==> config.mk <==
export PLATFORM = sky130hd
export DESIGN_NAME = lorenz_step_ctrl
export DESIGN_NICKNAME = d
export VERILOG_FILES = /design/src/rtl/lorenz_step_ctrl.sv
export SDC_FILE = /design/constraint.sdc
export NUM_CORES = 1
export LEC_CHECK = 0
export ABC_CLOCK_PERIOD_IN_PS = 2420
export CAP_MARGIN = 30
export CORE_MARGIN = 2
export CORE_UTILIZATION = 35
export DETAILED_ROUTE_END_ITERATION = 12
export PLACE_DENSITY_LB_ADDON = 0.1
export SLEW_MARGIN = 20
export SYNTH_ARGS = -nofsm -noshare
export SYNTH_HDL_FRONTEND = slang
export SYNTH_SLANG_ARGS = --single-unit
==> constraint.sdc <==
create_clock -name clk -period 2.42 [get_ports clk]
set_input_delay 0.363 -clock clk [delete_from_list [all_inputs] [get_ports clk]]
set_output_delay 0.363 -clock clk [all_outputs]
set_load 0.05 [all_outputs]
==> src/rtl/lorenz_step_ctrl.sv <==
// Step sequencer for the 7.20 Lorenz Euler integrators (X/Y/Z).
// Optional decimation of captured samples under LORENZ_STEP_DECIM_EN.
module lorenz_step_ctrl #(
  parameter int DW    = 27,
  parameter int DIV_W = 16,
  parameter int CNT_W = 32
) (
  input  logic             clk,
  input  logic             reset,
  input  logic             run,
  input  logic             single,
  input  logic             reinit,
  input  logic [DIV_W-1:0] div,
`ifdef LORENZ_STEP_DECIM_EN
  input  logic [7:0]       decim,
`endif
  input  logic [DW-1:0]    state_x,
  input  logic [DW-1:0]    state_y,
  input  logic [DW-1:0]    state_z,
  output logic             int_en,
  output logic             int_init,
  output logic [DW-1:0]    smp_x,
  output logic [DW-1:0]    smp_y,
  output logic [DW-1:0]    smp_z,
  output logic             smp_valid,
  input  logic             smp_ready,
  output logic [CNT_W-1:0] step_count,
  output logic             busy
);

  typedef enum logic [2:0] {
    S_INIT,
    S_IDLE,
    S_WAIT,
    S_STEP,
    S_CAPT,
    S_HOLD
  } st_t;

  st_t              st_q, st_d;
  logic [DIV_W-1:0] div_q, div_d;
  logic [CNT_W-1:0] cnt_q, cnt_d;
  logic             vld_q, vld_d;
  logic             cap;
  logic [DW-1:0]    sx_q, sy_q, sz_q;
`ifdef LORENZ_STEP_DECIM_EN
  logic [7:0]       dcnt_q, dcnt_d;
`endif

  // Next-state and datapath control
  always_comb begin
    st_d  = st_q;
    div_d = div_q;
    cnt_d = cnt_q;
    vld_d = vld_q;
    cap   = 1'b0;
`ifdef LORENZ_STEP_DECIM_EN
    dcnt_d = dcnt_q;
`endif
    case (st_q)
      S_INIT: begin
        st_d  = S_IDLE;
        cnt_d = '0;
        vld_d = 1'b0;
        div_d = '0;
`ifdef LORENZ_STEP_DECIM_EN
        dcnt_d = '0;
`endif
      end
      S_IDLE: begin
        if (single) begin
          st_d = S_STEP;
        end else if (run) begin
          st_d  = S_WAIT;
          div_d = div;
        end
      end
      S_WAIT: begin
        if (!run) begin
          st_d = S_IDLE;
        end else if (div_q == '0) begin
          st_d = S_STEP;
        end else begin
          div_d = div_q - DIV_W'(1);
        end
      end
      S_STEP: begin
        cnt_d = cnt_q + CNT_W'(1);
        st_d  = S_CAPT;
`ifdef LORENZ_STEP_DECIM_EN
        if (dcnt_q == decim) begin
          dcnt_d = '0;
        end else begin
          dcnt_d = dcnt_q + 8'd1;
          if (run) begin
            st_d  = S_WAIT;
            div_d = div;
          end else begin
            st_d = S_IDLE;
          end
        end
`endif
      end
      S_CAPT: begin
        cap   = 1'b1;
        vld_d = 1'b1;
        st_d  = S_HOLD;
      end
      S_HOLD: begin
        if (vld_q && smp_ready) begin
          vld_d = 1'b0;
          if (run) begin
            st_d  = S_WAIT;
            div_d = div;
          end else begin
            st_d = S_IDLE;
          end
        end
      end
      default: st_d = S_INIT;
    endcase
    if (reinit) begin
      st_d  = S_INIT;
      vld_d = 1'b0;
      cnt_d = '0;
      div_d = '0;
`ifdef LORENZ_STEP_DECIM_EN
      dcnt_d = '0;
`endif
    end
  end

  // State, divider, step counter and valid flag
  always_ff @(posedge clk or negedge reset) begin
    if (!reset) begin
      st_q  <= S_INIT;
      div_q <= '0;
      cnt_q <= '0;
      vld_q <= 1'b0;
    end else begin
      st_q  <= st_d;
      div_q <= div_d;
      cnt_q <= cnt_d;
      vld_q <= vld_d;
    end
  end

`ifdef LORENZ_STEP_DECIM_EN
  // Decimation counter
  always_ff @(posedge clk or negedge reset) begin
    if (!reset) dcnt_q <= '0;
    else        dcnt_q <= dcnt_d;
  end
`endif

  // Sample snapshot of post-step integrator state
  always_ff @(posedge clk or negedge reset) begin
    if (!reset) begin
      sx_q <= '0;
      sy_q <= '0;
      sz_q <= '0;
    end else if (cap) begin
      sx_q <= state_x;
      sy_q <= state_y;
      sz_q <= state_z;
    end
  end

  assign int_en     = (st_q == S_STEP);
  assign int_init   = (st_q == S_INIT);
  assign busy       = (st_q != S_IDLE);
  assign smp_valid  = vld_q;
  assign smp_x      = sx_q;
  assign smp_y      = sy_q;
  assign smp_z      = sz_q;
  assign step_count = cnt_q;

endmodule

==> results of run 1 <==
[final timing paths]
path                                   to  cells after the start  slack, ns      startpoint
min in group clk           step_count[22]                      1       0.50  step_count[22]
setup reg to reg                 div_q[3]                      7       0.15        div_q[1]
max in group asynchronous       smp_y[22]                      3       1.41           reset
hold / removal                  smp_y[18]                      2       0.36           reset
setup / recovery                 div_q[3]                      7       0.15        div_q[1]
hold reg to reg            step_count[22]                      1       0.50  step_count[22]
[critical path: cells and delay by family (launching register included)]
kind            cells  cell delay [ns]
simple gates        4             1.29
flops               1             0.39
fa+ha+maj           1             0.21
buf+inv             1             0.11
compound gates      1             0.11
[metal layers]
metal  GRT usage (%)  vias up  share of wire [%]
li1                -     2491                  -
met1           22.71     2645                 42
met2           32.20      185                 50
met3           4.704        8                6.4
met4           7.159        0                1.0
met5               0        -                  0
[layout by cell type (no fill, tap or decap), types with 10 or more instances in the layout]
master           instances
nand3_1                 21
a21oi_1                 21
o31ai_1                 11
o311ai_0                10
nor2_1                  22
dfrtp_1                133
clkbuf_16               17
clkdlybuf4s50_1        215
nand4_1                 10
o21ai_0                 46
a31oi_1                 11
buf_4                   25
nand2_1                 27
mux2_2                  81
[where the power goes]
group / leakage (nW) / switching [mW] / internal [mW]
logic: 1.86 / 3.71 / 2.23
registers: 1.72 / 0.457 / 2.95
clock network: 0.274 / 0.959 / 1.55
[cell families (layout without fill, tap and decap cells)]
logic type,Yosys count,in the layout,synth area share [%]
and+or+nand+nor,132,132,12.38
AOI/OAI and AO/OA,140,140,14.88
xor gates and xnor gates,6,6,0.8481
adders and majority gates,2,2,0.4038
muxes,81,81,14.72
DFF,133,133,53.72
buffers and inverters,43,287,3.049
[final cells by class]
| class | instances | area share (%) |
|---|---|---|
| clock inverters | 11 | 1.364 |
| multi-input cells | 361 | 28.70 |
| clock buffers | 21 | 4.814 |
| flip-flops and latches | 133 | 35.57 |
| repair buffers | 246 | 26.18 |
| inverters | 9 | 0.3611 |
| well taps | 225 | 3.009 |
[flip-flops by register name, summed over array words and instances, names as in the netlist]
name,flops
smp_valid,1
smp_y,27
st_q,3
smp_z,27
div_q,16
step_count,32
smp_x,27
[per-stage QoR]
| step | setup WS, ns | instance area (sq um) | hold WS [ns] |
|---|---|---|---|
| after floorplan | 0.2867 | 6196 | 0.06741 |
| after global placement | 0.2505 | 8768 | 0.2506 |
| after detailed placement | 0.1992 | 8768 | 0.2565 |
| after CTS | 0.1489 | 9356 | 0.3564 |
| after global routing | 0.009195 | 9356 | 0.3683 |
| final | 0.1505 | 9356 | 0.3637 |
==> results.json, run 1 <==
{
  "p_per_area_nw_per_um2": 1267,
  "vias": 5329,
  "finalCritPeriodShare_pct": 93.78,
  "netlist_top_cells_count": "dfrtp_1, mux2_2, o21ai_0, nand2_1, nor2_1",
  "syn-mean-instance-area_sq_um": 11.54,
  "grt_max_degree": 53,
  "portBuffers": 219,
  "ys_ff_latch": 133,
  "cp_max_fo": 9,
  "cpPeakStageDelay_ns": 0.72,
  "synth.distinct_cells": 56,
  "stdcell_count": 1006,
  "gp_congestion": 0.8776,
  "wl_mm": 17.47,
  "hpwl_mm": 12.71,
  "cts_tree": "yes",
  "final_layout_size_suffix_gt1_share_pct": 19.97,
  "nets": 873,
  "grt_usage_pct": 18.79,
  "syn2layout_area_growth_pct": 51.01,
  "vias_per_cell": 5.297,
  "finalSetupViolations": 0,
  "timing.setup.tns_ns": 0,
  "status": "completed",
  "ys_warn_count": 0,
  "grt_pass1_wl_mm": 27.41,
  "crit_path_end_kind": "register",
  "num_rows": 48,
  "syn-num-nets": 642,
  "hold_viol_final": 0,
  "synth-edff-count": 0,
  "register_area_sq_um": 3328,
  "fillers": 1460,
  "maxSlewHeadroom_pct": 51.30,
  "synth.most_common_cell": "dfrtp_1",
  "power.total_mw": 11.85,
  "antenna_found_initial": 0,
  "crit_required_ns": 2.67,
  "start_util_pct": 35.82,
  "routedWlPerCell_microns": 17.37,
  "netlist_instances": 537,
  "coreArea_sq_um": 17300,
  "max_freq_mhz": 440.6,
  "worst_clock_skew_ns": 0.008959,
  "clock_latency_ns": 0.41,
  "dp.cells": 973,
  "die_w_microns": 137.1,
  "postCtsSetupBuffers": 0,
  "rsz0062_at_grt": "false",
  "synth_ff_type": "dfrtp_1",
  "power.leakage_nw": 3.849,
  "overflow": 0,
  "dieArea_sq_um": 18780,
  "crit_slowest_cell": "or4_1",
  "ctsHoldBuffers": 1,
  "yosysTopAreaCell": "dfrtp_1",
  "ant_nets": 0,
  "multi_input_area_sq_um": 2685,
  "cts_buffers": 17,
  "drv_slew": 0,
  "cts-root-buf": "clkbuf_16",
  "maxCapViolCount": 0,
  "cts_resized": 0,
  "antennaDiodeCount": 0,
  "io_pins": 220,
  "first_pass_iters": 4,
  "synth_top_area_share_pct": 53.72,
  "path_clk_slew_ns": 0.06,
  "startpoint_type": "register",
  "cts_buffer_depth": 2,
  "fin_util_pct": 54.09,
  "period_minus_slack_ns": 2.270,
  "die_h_microns": 137.1,
  "ys_top_cells_by_area": "dfrtp_1, mux2_2, o21ai_0, a21oi_1, nand3_1",
  "max-vdd-ir-drop_mv": 0.7999,
  "htreeDepth": 4,
  "drt_iter0_drc": 264,
  "netlist_area_sq_um": 6196,
  "worst_pin_slew_ns": 0.7305,
  "synth_async_sr_flop_share_pct": 100.0,
  "clkSinkCount": 133,
  "drcViolationCount": 0,
  "grt_pass1_vias": 5241,
  "hold_class": "in -> async",
  "seq_area_frac_synth_pct": 53.72,
  "crit_type": "reg -> reg",
  "crit_chain": "inv_1 -> ha_1 -> nor3b_4 -> nand4_2 -> or4_1 -> nand2_4 -> o31ai_1",
  "crit_arrival_ns": 2.52
}
Note: power is estimated with default switching activity, not from simulation.
==> run 2: changes to the inputs <==
--- a/config.mk
+++ b/config.mk
@@ -7,10 +7,12 @@
 export LEC_CHECK = 0
 export ABC_CLOCK_PERIOD_IN_PS = 2420
 export CAP_MARGIN = 30
+export CORE_ASPECT_RATIO = 1.4
 export CORE_MARGIN = 2
 export CORE_UTILIZATION = 35
 export DETAILED_ROUTE_END_ITERATION = 12
 export PLACE_DENSITY_LB_ADDON = 0.1
+export SETUP_SLACK_MARGIN = 0.3
 export SLEW_MARGIN = 20
 export SYNTH_ARGS = -nofsm -noshare
 export SYNTH_HDL_FRONTEND = slang
==> run 2 against run 1 <==
  * Global-route usage up 0.50 points
  * Non-clock buffer count up 1
  * Worst setup slack better by 0.20 ns
  * Power up 1.5%
  * Sequential power about the same
  * Highest routed layer unchanged
  * Combinational power up 3%
  * Design area up 0.94%
  * Critical path type unchanged
  * Critical path depth unchanged
==> results.json, run 2 (synthesized netlist as in run 1, its figures left out) <==
{
  "start_util_pct": 35.75,
  "timing.setup.tns_ns": 0,
  "cts_buffers": 17,
  "hold_class": "reg -> reg",
  "largest_register_ffs": 32,
  "crit_arrival_ns": 2.35,
  "crit_slowest_cell": "or4_4",
  "grt_usage_pct": 19.30,
  "max-vdd-ir-drop_mv": 0.5619,
  "crit_required_ns": 2.70,
  "htreeDepth": 4,
  "clkSinkCount": 133,
  "vias": 5416,
  "cts_tree": "yes",
  "dieArea_sq_um": 18800,
  "routedWlPerCell_microns": 17.82,
  "crit_type": "reg -> reg",
  "final_common_cell": "clkdlybuf4s50_1",
  "vias_per_cell": 5.320,
  "power.leakage_nw": 3.998,
  "die_h_microns": 161.4,
  "regToRegSetupSlack_ns": 0.35,
  "period_minus_slack_ns": 2.074,
  "antenna_found_initial": 0,
  "finalSetupViolations": 0,
  "portBuffers": 219,
  "hold_viol_final": 0,
  "cts_buffer_depth": 2,
  "drv_slew": 0,
  "ant_nets": 0,
  "max_freq_mhz": 482.1,
  "antennaDiodeCount": 0,
  "grt_pass1_vias": 5457,
  "crit_path_end_kind": "register",
  "status": "completed",
  "grt_pass1_wl_mm": 28.28,
  "hpwl_mm": 13.32,
  "worst_clock_skew_ns": 0.006717,
  "startpoint_type": "register",
  "drt_iter0_drc": 266,
  "overflow": 0,
  "drcViolationCount": 0,
  "path_delay_family": "simple AND/OR/NAND/NOR gates",
  "final_area_sq_um": 9444,
  "maxSlewHeadroom_pct": 55.12,
  "rsz0062_at_grt": "true",
  "nets": 874,
  "fin_util_pct": 54.49,
  "maxCapViolCount": 0,
  "cpPeakStageDelay_ns": 0.60,
  "cts-root-buf": "clkbuf_16",
  "finalCritPeriodShare_pct": 85.71,
  "mostFrequentLayoutCells": "clkdlybuf4s50_1, dfrtp_1, mux2_2",
  "worst_pin_slew_ns": 0.6732,
  "die_w_microns": 116.5,
  "grt_max_degree": 61,
  "gp_congestion": 0.8561,
  "final_layout_size_suffix_gt1_share_pct": 22.25,
  "place_area_sq_um": 8753,
  "crit_chain": "inv_2 -> ha_2 -> nor3b_4 -> nand4_4 -> or4_4 -> a21oi_1 -> a211oi_1",
  "crit_buf_inv": 1,
  "clock_latency_ns": 0.41,
  "path_clk_slew_ns": 0.06,
  "p_per_area_nw_per_um2": 1274,
  "first_pass_iters": 5,
  "coreArea_sq_um": 17330,
  "io_pins": 220,
  "cp_max_fo": 9,
  "wl_mm": 18.14,
  "num_rows": 57,
  "syn2layout_area_growth_pct": 52.42
}
[run 2: worst paths after layout]
| kind | end | cells past startpoint | startpoint |
|---|---|---|---|
| setup / recovery | div_q[10] | 7 | div_q[0] |
| hold / removal | smp_x[25] | 1 | smp_x[25] |
| setup reg to reg | div_q[10] | 7 | div_q[0] |
| hold reg to reg | smp_x[25] | 1 | smp_x[25] |
| max in group asynchronous | smp_x[12] | 3 | reset |
| min in group asynchronous | smp_x[0] | 2 | reset |
[run 2: repair_timing]
item / CTS / global route
setup endpoints to repair: 25 / 54
gates cloned: 0 / 1
resized for setup: 8 / 20
pin swaps: 0 / 1
setup buffers: 0 / 2
hold endpoints to repair: 3 / 0
hold buffers: 1 / 0
[run 2: area by class of cell]
cell class	count	area [sq um]
clock buffer	18	429.2
clock inverter	14	152.6
fill	1508	7886
inverter	9	33.78
multi-input combinational	361	2753
sequential	133	3332
tap	236	295.3
timing repair buffer	247	2449
[run 2: stage by stage]
step	setup WS, ns	hold slack (ns)	cells	power, mW
6_report	0.3459	0.5032	1018	12.03
5_1_grt	0.2524	0.5153	1018	12.62
4_1_cts	0.3026	0.5075	1015	12.05
3_5_place_dp	0.1913	0.4469	982	9.446
3_3_place_gp	0.2569	0.4369	982	9.348
2_1_floorplan	0.3036	0.06741	537	7.289
[run 2: power by group]
group | switching, mW | leakage, nW | internal (mW) | total, mW
registers | 0.455 | 1.72 | 2.95 | 3.41
logic | 3.79 | 2.01 | 2.30 | 6.09
clock network | 1.00 | 0.273 | 1.52 | 2.53
[run 2: metal layers]
metal / vias to the layer above / share of wire (%) / track usage (%)
met5: - / 0 / 0
met4: 0 / 3.0 / 8.766
met3: 35 / 6.5 / 4.240
met2: 231 / 52 / 33.25
met1: 2646 / 38 / 22.63
li1: 2504 / - / -
==> run 3: changes to the inputs <==
--- a/config.mk
+++ b/config.mk
@@ -8,10 +8,11 @@
 export ABC_CLOCK_PERIOD_IN_PS = 2420
 export CAP_MARGIN = 30
 export CORE_ASPECT_RATIO = 1.4
-export CORE_MARGIN = 2
+export CORE_MARGIN = 3
 export CORE_UTILIZATION = 35
 export DETAILED_ROUTE_END_ITERATION = 12
 export PLACE_DENSITY_LB_ADDON = 0.1
+export RECOVER_POWER = 100
 export SETUP_SLACK_MARGIN = 0.3
 export SLEW_MARGIN = 20
 export SYNTH_ARGS = -nofsm -noshare
==> run 3 against run 2 <==
  * Combinational power down 6.1%
  * Flip-flop and latch count unchanged
  * Clock power up 9.9%
  * Sequential power about the same
  * First-iteration DRC count up 38%
  * Non-clock buffer count down 2
  * Critical path type unchanged
  * Largest cell class unchanged
  * Highest routed layer unchanged
==> results.json, run 3 (synthesized netlist as in run 1, its figures left out) <==
{
  "startpoint_type": "register",
  "max_freq_mhz": 447.6,
  "maxSlewHeadroom_pct": 6.480,
  "final_common_cell": "dfrtp_1",
  "dieArea_sq_um": 19360,
  "power.total_mw": 11.91,
  "clkSinkCount": 133,
  "finalSetupViolations": 0,
  "wl_mm": 18.40,
  "dp.cells": 975,
  "final_layout_size_suffix_gt1_share_pct": 20.51,
  "cts_tree": "yes",
  "die_w_microns": 118.5,
  "htreeDepth": 4,
  "io_pins": 220,
  "swShare_pct": 43.37,
  "status": "completed",
  "p_per_area_nw_per_um2": 1277,
  "hpwl_mm": 13.33,
  "timing.setup.tns_ns": 0,
  "antenna_found_initial": 0,
  "p_comb_share_pct": 48.1,
  "grt_pass1_wl_mm": 29.06,
  "hold_viol_final": 0,
  "mostFrequentLayoutCells": "dfrtp_1, dlygate4sd3_1, clkdlybuf4s50_1",
  "fin_util_pct": 54.81,
  "crit_path_end_kind": "register",
  "cts_buffers": 17,
  "num_rows": 56,
  "crit_required_ns": 2.71,
  "path_clk_slew_ns": 0.06,
  "portBuffers": 219,
  "overflow": 0,
  "clock_latency_ns": 0.42,
  "nets": 873,
  "grt_max_degree": 80,
  "hold_class": "reg -> reg",
  "vias_per_cell": 5.436,
  "drv_slew": 0,
  "die_h_microns": 163.4,
  "p_clk_share_pct": 23.4,
  "rsz0062_at_grt": "true",
  "largest_register_ffs": 32,
  "worst_pin_slew_ns": 1.403,
  "drt_iter0_drc": 368,
  "cts-root-buf": "clkbuf_16",
  "first_pass_iters": 5,
  "crit_arrival_ns": 2.52,
  "power_switching_mw": 5.167,
  "coreArea_sq_um": 17030,
  "seq_power_share_pct": 28.6,
  "gp_congestion": 0.8456,
  "maxCapViolCount": 0,
  "drcViolationCount": 0,
  "ant_nets": 0,
  "grt_usage_pct": 18.70,
  "period_minus_slack_ns": 2.234,
  "stdcell_count": 1012,
  "finalCritPeriodShare_pct": 92.33,
  "crit_type": "reg -> reg",
  "worst_clock_skew_ns": 0.01112,
  "vias": 5501,
  "grt_pass1_vias": 5656,
  "max-vdd-ir-drop_mv": 0.5037,
  "power.leakage_nw": 4.022,
  "p_int_mw": 6.746,
  "cts_buffer_depth": 2,
  "antennaDiodeCount": 0,
  "syn2layout_area_growth_pct": 50.63,
  "cp_max_fo": 7,
  "routedWlPerCell_microns": 18.19,
  "start_util_pct": 36.39
}
[run 3: power groups by stage]
| stage | sequential, mW | combinational, mW | clock (mW) |
|---|---|---|---|
| after global routing | 3.53 | 5.98 | 2.94 |
| final | 3.41 | 5.72 | 2.78 |
| after global placement | 3.43 | 5.89 | 0 |
| after detailed placement | 3.47 | 5.94 | 0 |
| after floorplan | 5.63 | 1.66 | 0 |
| after CTS | 3.44 | 5.97 | 2.84 |
[run 3: worst max-delay path: stages (launching register included)]
cell and delay, ns:
dfrtp_1 0.39, inv_2 0.07, ha_4 0.16, nor3b_4 0.15
nand4_1 0.16, clkbuf_1 0.31, nor4_4 0.08, buf_6 0.15
buf_12 0.12, o311ai_0 0.37, o31ai_1 0.13
[run 3: metal layers]
metal	wire, microns	GRT usage, %	share of wire [%]	vias to the layer above
met5	0	0	0	-
met4	414	7.380	2.2	0
met3	1013	4.122	5.5	32
met2	10180	34.61	55	235
met1	6794	20.84	37	2733
li1	-	-	-	2501
[run 3: path summary, 6_finish.rpt]
check                                from  slack (ns)  cells after the start        end
worst max-delay path             div_q[1]        0.19                     10   div_q[3]
worst min-delay path            smp_y[12]        0.50                      1  smp_y[12]
worst max register to register   div_q[1]        0.19                     10   div_q[3]
worst min register to register  smp_y[12]        0.50                      1  smp_y[12]
max in group asynchronous           reset        0.56                      3    st_q[2]
min in group asynchronous           reset        0.80                      3  smp_x[16]
[run 3: area by class of cell]
class,instances,area [sq um]
Inverter,9,33.78
Tap cell,232,290.3
Fill cell,1537,7694
Timing Repair Buffer,245,2328
Clock buffer,21,470.5
Clock inverter,10,168.9
Sequential cell,133,3333
Multi-Input combinational cell,362,2708
[run 3: metrics by stage]
step           instance area (sq um)  setup WS [ns]  hold slack (ns)
2_1_floorplan                   6207         0.3036          0.06741
3_3_place_gp                    8728         0.1776           0.3912
3_5_place_dp                    8728         0.1472           0.3996
4_1_cts                         9393         0.2553           0.4980
5_1_grt                         9333         0.1278           0.5055
6_report                        9333         0.1857           0.4980
[run 3: timing repair]
item | CTS | global route
pin swaps | 0 | 3
setup buffers | 0 | 4
hold buffers | 1 | 0
hold endpoints to repair | 57 | 0
setup endpoints to repair | 21 | 34
gates resized for setup | 8 | 26
gates cloned | 0 | 1
